File: src/rtl/cnn_pkg.sv
// Shared types for the CNN front-end: controller state encoding and coordinate width.
package cnn_pkg;

  localparam int COORD_W = 8;

  typedef logic [COORD_W-1:0] coord_t;

  typedef enum logic [2:0] {
    ST_IDLE   = 3'd0,
    ST_CLEAR  = 3'd1,
    ST_STREAM = 3'd2,
    ST_DRAIN  = 3'd3,
    ST_DONE   = 3'd4
  } fsm_state_e;

  // A window is complete once two full rows and two columns precede the pixel.
  function automatic logic window_complete(coord_t row, coord_t col);
    return (row >= coord_t'(2)) && (col >= coord_t'(2));
  endfunction

endpackage

File: src/rtl/sw_frame_ctrl_if.sv
// Pixel input stream and window output stream of the sliding-window frame controller.
interface sw_frame_ctrl_if;
  import cnn_pkg::*;

  // Both streams: a beat transfers on a rising clk edge where valid && ready;
  // valid must not depend on ready, and payload holds while valid && !ready.
  logic       in_valid;
  logic [7:0] in_pixel;
  logic       in_ready;
  logic       out_valid;
  logic       out_ready;
  coord_t     out_row;
  coord_t     out_col;

  modport master (
    output in_valid, in_pixel, out_ready,
    input  in_ready, out_valid, out_row, out_col
  );

  modport slave (
    input  in_valid, in_pixel, out_ready,
    output in_ready, out_valid, out_row, out_col
  );

endinterface

File: src/rtl/sw_frame_ctrl.sv
// Raster-scan frame controller feeding a 3x3 sliding-window datapath and flagging
// each complete window with its top-left coordinates.
module sw_frame_ctrl
  import cnn_pkg::*;
#(
  parameter int IMG_W = 5,
  parameter int IMG_H = 5
) (
  input  logic                 clk,
  input  logic                 rst,
  input  logic                 start,
  input  logic                 abort,
  sw_frame_ctrl_if.slave       bus,
  output logic                 sw_clr,
  output logic                 sw_en,
  output logic [7:0]           sw_pixel,
  output logic                 busy,
  output logic                 frame_done,
  output fsm_state_e           state_dbg_o
);

  localparam coord_t LAST_COL = coord_t'(IMG_W - 1);
  localparam coord_t LAST_ROW = coord_t'(IMG_H - 1);

  fsm_state_e state_q, state_d;
  coord_t     row_q, row_d;
  coord_t     col_q, col_d;
  coord_t     out_row_q, out_row_d;
  coord_t     out_col_q, out_col_d;
  logic       out_valid_q, out_valid_d;

  logic in_ready_c;
  logic accept;
  logic last_pixel;
  logic win_set;
  logic win_taken;
  logic abort_hit;

  assign abort_hit  = abort && (state_q != ST_IDLE);
  assign accept     = bus.in_valid && in_ready_c;
  assign last_pixel = (row_q == LAST_ROW) && (col_q == LAST_COL);
  assign win_set    = accept && window_complete(row_q, col_q);
  assign win_taken  = out_valid_q && bus.out_ready;

  always_ff @(posedge clk) begin
    if (rst) begin
      state_q <= ST_IDLE;
    end else begin
      state_q <= state_d;
    end
  end

  always_comb begin
    state_d = state_q;
    if (abort_hit) begin
      state_d = ST_IDLE;
    end else begin
      case (state_q)
        ST_IDLE:   if (start) state_d = ST_CLEAR;
        ST_CLEAR:  state_d = ST_STREAM;
        ST_STREAM: if (accept && last_pixel) state_d = ST_DRAIN;
        ST_DRAIN:  if (bus.out_ready) state_d = ST_DONE;
        ST_DONE:   state_d = ST_IDLE;
        default:   state_d = ST_IDLE;
      endcase
    end
  end

  // Controls that drive the datapath are forced quiet while reset is held.
  always_comb begin
    in_ready_c = 1'b0;
    sw_clr     = 1'b0;
    busy       = 1'b0;
    frame_done = 1'b0;
    case (state_q)
      ST_CLEAR: begin
        sw_clr = !rst;
        busy   = 1'b1;
      end
      ST_STREAM: begin
        in_ready_c = !rst && (!out_valid_q || bus.out_ready);
        busy       = 1'b1;
      end
      ST_DRAIN:  busy = 1'b1;
      ST_DONE:   frame_done = 1'b1;
      default: begin
        in_ready_c = 1'b0;
      end
    endcase
  end

  assign bus.in_ready  = in_ready_c;
  assign sw_en         = accept;
  assign sw_pixel      = bus.in_pixel;
  assign bus.out_valid = out_valid_q;
  assign bus.out_row   = out_row_q;
  assign bus.out_col   = out_col_q;
  assign state_dbg_o   = state_q;

  always_comb begin
    row_d       = row_q;
    col_d       = col_q;
    out_valid_d = out_valid_q;
    out_row_d   = out_row_q;
    out_col_d   = out_col_q;

    if (state_q == ST_CLEAR) begin
      row_d = '0;
      col_d = '0;
    end else if (accept) begin
      if (col_q == LAST_COL) begin
        col_d = '0;
        row_d = row_q + 1'b1;
      end else begin
        col_d = col_q + 1'b1;
      end
    end

    // A window arriving in the same cycle as a handshake replaces the old one.
    if (abort_hit) begin
      out_valid_d = 1'b0;
    end else if (win_set) begin
      out_valid_d = 1'b1;
      out_row_d   = row_q - coord_t'(2);
      out_col_d   = col_q - coord_t'(2);
    end else if (win_taken) begin
      out_valid_d = 1'b0;
    end
  end

  always_ff @(posedge clk) begin
    if (rst) begin
      row_q       <= '0;
      col_q       <= '0;
      out_valid_q <= 1'b0;
      out_row_q   <= '0;
      out_col_q   <= '0;
    end else begin
      row_q       <= row_d;
      col_q       <= col_d;
      out_valid_q <= out_valid_d;
      out_row_q   <= out_row_d;
      out_col_q   <= out_col_d;
    end
  end

endmodule

File: src/flat_wrapper.sv
// flat-port wrapper written by rule: the top's interface ports become plain ports
module sw_frame_ctrl_flat import cnn_pkg::*;
#(
  parameter int IMG_W = 5,
  parameter int IMG_H = 5
)
  (clk, rst, start, abort, sw_clr, sw_en, sw_pixel, busy, frame_done, state_dbg_o, bus_in_valid, bus_in_pixel, bus_out_ready, bus_in_ready, bus_out_valid, bus_out_row, bus_out_col);
  sw_frame_ctrl_if bus_i ();
  input  logic clk;
  input  logic rst;
  input  logic start;
  input  logic abort;
  output logic sw_clr;
  output logic sw_en;
  output logic [7:0] sw_pixel;
  output logic busy;
  output logic frame_done;
  output fsm_state_e state_dbg_o;
  input wire logic [$bits(bus_i.in_valid)-1:0] bus_in_valid;
  input wire logic [$bits(bus_i.in_pixel)-1:0] bus_in_pixel;
  input wire logic [$bits(bus_i.out_ready)-1:0] bus_out_ready;
  output wire logic [$bits(bus_i.in_ready)-1:0] bus_in_ready;
  output wire logic [$bits(bus_i.out_valid)-1:0] bus_out_valid;
  output wire logic [$bits(bus_i.out_row)-1:0] bus_out_row;
  output wire logic [$bits(bus_i.out_col)-1:0] bus_out_col;
  assign bus_i.in_valid = bus_in_valid;
  assign bus_i.in_pixel = bus_in_pixel;
  assign bus_i.out_ready = bus_out_ready;
  assign bus_in_ready = bus_i.in_ready;
  assign bus_out_valid = bus_i.out_valid;
  assign bus_out_row = bus_i.out_row;
  assign bus_out_col = bus_i.out_col;
  sw_frame_ctrl #(.IMG_W(IMG_W), .IMG_H(IMG_H)) u_core (.clk(clk), .rst(rst), .start(start), .abort(abort), .bus(bus_i), .sw_clr(sw_clr), .sw_en(sw_en), .sw_pixel(sw_pixel), .busy(busy), .frame_done(frame_done), .state_dbg_o(state_dbg_o));
endmodule
File: config.mk
export PLATFORM = sky130hd
export DESIGN_NAME = sw_frame_ctrl_flat
export DESIGN_NICKNAME = d
export VERILOG_FILES = /design/src/rtl/cnn_pkg.sv /design/src/rtl/sw_frame_ctrl_if.sv /design/src/rtl/sw_frame_ctrl.sv /design/src/flat_wrapper.sv
export SDC_FILE = /design/constraint.sdc
export NUM_CORES = 1
export LEC_CHECK = 0
export CELL_PAD_IN_SITES_DETAIL_PLACEMENT = 1
export CELL_PAD_IN_SITES_GLOBAL_PLACEMENT = 1
export CORE_MARGIN = 3
export CORE_UTILIZATION = 40
export DETAILED_ROUTE_END_ITERATION = 8
export HOLD_SLACK_MARGIN = 0.12
export MAX_ROUTING_LAYER = met4
export PLACE_DENSITY = 0.87
export SYNTH_ARGS = -nofsm -noshare
export SYNTH_HDL_FRONTEND = slang
export SYNTH_SLANG_ARGS = --single-unit
File: constraint.sdc
create_clock -name clk -period 3.85 [get_ports clk]
set_input_delay 0.77 -clock clk [delete_from_list [all_inputs] [get_ports clk]]
set_output_delay 0.77 -clock clk [all_outputs]
set_load 0.005 [all_outputs]
==> results.toml <==
[worst_setup_path]
ff2ff_setup_slack_ps = 1150
r2r-end = "u_core.bus.out_col[4]"
worstSetupStartpointType = "input pin"
crit_path_max_fanout = 11
critPathCaptureType = "primary output"
criticalPathCategory = "in2out"
cp.required_ps = 3080
ff2ff_path_depth = 5
arrival_ps = 2600
r2r-start = "u_core.row_q[3]"

[cells_and_area]
layout.cells.non_filler = 315
nets = 271
drive_gt1_share_pct = 9.27
nFillCells = 575
antenna_cells = 0
area_growth_pct = 16.2

[power_and_ir_drop]
p_comb_share_pct = 5.5
finalPower_uw = 690
power.switching_uw = 152
p_clk_share_pct = 39.9
power.density_nw_per_um2 = 286
ir_drop_uv = 94.5
sw_frac_of_total_pct = 22.0
cellLeakagePower_uw = 0.000966
power_frac_seq_pct = 54.6
intPower_uw = 538

[synthesis]
synth_top_area_share_pct = 34.8
yosysSeqAreaShare_pct = 34.8
ys_ff_latch = 36
syn_area_sq_um = 2070
yosys-top-cells-area = "dfxtp_1 35%, mux2i_1 6.8%, ha_1 6.0%, nand2b_1 4.2%, buf_4 4.0%"
ys_warn_count = 0
synthesis.nets = 254
synth-edff-count = 0
ys.flop_type = "dfxtp_1"
netlist_instances = 230
avgSynthCellArea_sq_um = 9.01
synth.largest_area_cell = "dfxtp_1"
async_flop_share_pct = 0
synth.distinct_cells = 46

[floorplanning]
core_sq_um = 4850
die_x_um = 78.0
rows = 25
die_h_um = 78.0
die_area_sq_um = 6080
initial_core_util_pct = 42.7
ios = 47

[cts]
post_cts_buffers = 0
numClockSinks = 36
cts_buffer_depth = 2
clk_transition_reported_paths_ps = 60
cts-htree-levels = 2
cts_tree = "built"
post_cts_resized = 0
cts_buffers = 5
cts_hold_buf = 0
clkLatencyLatePin_ps = 290
root_buffer = "clkbuf_8"

[timing]
fin_crit_sh_pct = 87.4
slew_headroom_pct = 55.7
setup_tns_ps = 0
finalHoldViolations = 0
period_needed_ps = 3370
rsz0062_at_grt = "false"
skew_ps = 5.48
worst_pin_slew_ps = 660
hold_ws_ps = 478
max_freq_ghz = 0.297
slew_violations = 0
setup_viol_count_final = 0

[global_route]
grt_util_all_layers_pct = 18.7
antenna_found_initial = 0
grt_max_degree = 27
overflow = 0
grt_pass1_wl_mm = 8.83
grt_pass1_vias = 1768

[worst_hold_path]
hold_depth = 2
min-delay-start = "u_core.bus.out_col[3]"
worstHoldPathType = "reg2reg"
holdPathEnd = "u_core.bus.out_col[3]"

[run]
maxCapViolations = 0

[placement]
io_buffers = 30
gp_congestion = 0.838
hpwlAfterDp_mm = 3.80
dp.cells = 307

[route]
ant_nets = 0
firstDrtPassIters = 4
wl_per_cell_um = 16.9
vias = 1723
drt_iter0_drc = 88
drc = 0
via_per_inst = 5.47
totalWireLength_mm = 5.32

[run_status]
status = "complete, no violations"
[metal layers]
metal  up-vias  wire length [um]  track usage (%)
met4         0               134             6.29
met1       839              2360             22.1
li1        827                 -                -
met3        17               206             3.48
met2        40              2620             31.8
met5         -                 0                -
[power groups by stage]
stage	logic, uW	clock network, uW	registers, uW
finish	37.8	275	377
global route	40.6	297	377
CTS	37.7	279	377
detailed placement	37.2	0	385
global placement	36.1	0	385
floorplan	27.3	0	384
[cell families (layout without fill, tap and decap cells)]
kind of cell               Yosys count  in the layout  share of synthesized area (%)
DFF                                 36             36                           34.8
buffers and inverters               35             53                           9.96
adders and majority gates           10             10                           6.04
and+or+nand+nor                     88             88                           26.2
muxes                               17             17                           8.39
AOI/OAI and AO/OA                   32             32                           9.54
xor gates and xnor gates            12             12                           5.07
[cells in the mapped netlist, types with 2 or more instances]
cell,count
or3_2,3
buf_6,2
nand4_1,3
nor4_1,5
xnor2_1,7
or3_1,6
clkbuf_1,6
a21oi_1,13
buf_4,11
or2_2,2
and2_1,2
a211oi_1,2
o31ai_1,8
inv_1,12
xor2_1,5
mux2_2,3
nor3b_1,2
nor3_1,3
dfxtp_1,36
nor2b_1,4
nand3_1,5
o21ai_0,4
or4_4,2
mux2i_1,14
nor2_1,11
or4_1,7
nand2_1,11
nand2b_1,14
ha_1,10
[registers in the layout (all words and copies together) (netlist names)]
signal	cells
u_core.bus.out_col	8
u_core.bus.out_row	8
u_core.col_q	8
u_core.row_q	8
u_core.state_dbg_o	3
u_core.bus.out_valid	1
[worst max-delay path, cell delays in order]
cell,delay (ps)
clkdlybuf4s50_1,480
nor4b_4,330
nand3_2,260
inv_1,220
clkdlybuf4s50_1,530
[cell usage in the layout (no fill, tap or decap), types with 2 or more instances in the layout]
cell type,instances
a21oi_1,13
or4_4,2
or3_2,3
mux2i_1,14
o31ai_1,8
or4_1,7
nand3_1,5
nand2b_1,14
mux2_2,3
inv_1,12
nand4_1,3
clkbuf_8,6
clkdlybuf4s50_1,30
or2_2,2
nor3b_1,2
a211oi_1,2
clkbuf_1,2
nor2b_1,4
buf_4,3
and2_1,2
xnor2_1,7
ha_1,10
nand2_1,11
xor2_1,5
or3_1,6
o21ai_0,4
nor3_1,3
nor4_1,5
dfxtp_1,36
nor2_1,11
[worst max path at each step]
| stage | from | end | slack (ps) | cells after the start |
|---|---|---|---|---|
| detailed placement | rst | sw_en | 490 | 5 |
| global route | rst | sw_en | 380 | 5 |
| floorplan | rst | sw_en | 1330 | 5 |
| finish | rst | sw_en | 480 | 5 |
| CTS | rst | sw_en | 470 | 5 |
| global placement | rst | sw_en | 540 | 5 |
[final cells by class]
| class | count | area, sq um | share of cell area [%] |
|---|---|---|---|
| repair buffers | 33 | 323 | 13.4 |
| inverters | 12 | 45.0 | 1.87 |
| clock buffers | 8 | 90.1 | 3.74 |
| flip-flops and latches | 36 | 721 | 29.9 |
| well taps | 67 | 83.8 | 3.48 |
| multi-input cells | 159 | 1140 | 47.6 |
[metrics by stage]
| step | area (sq um) | setup slack, ps | utilization, % |
|---|---|---|---|
| global placement | 2320 | 538 | 47.8 |
| finish | 2410 | 485 | 49.7 |
| global route | 2410 | 376 | 49.7 |
| detailed placement | 2320 | 488 | 47.8 |
| CTS | 2410 | 472 | 49.7 |
| floorplan | 2070 | 1330 | - |
(Power assumes the default switching activity.)
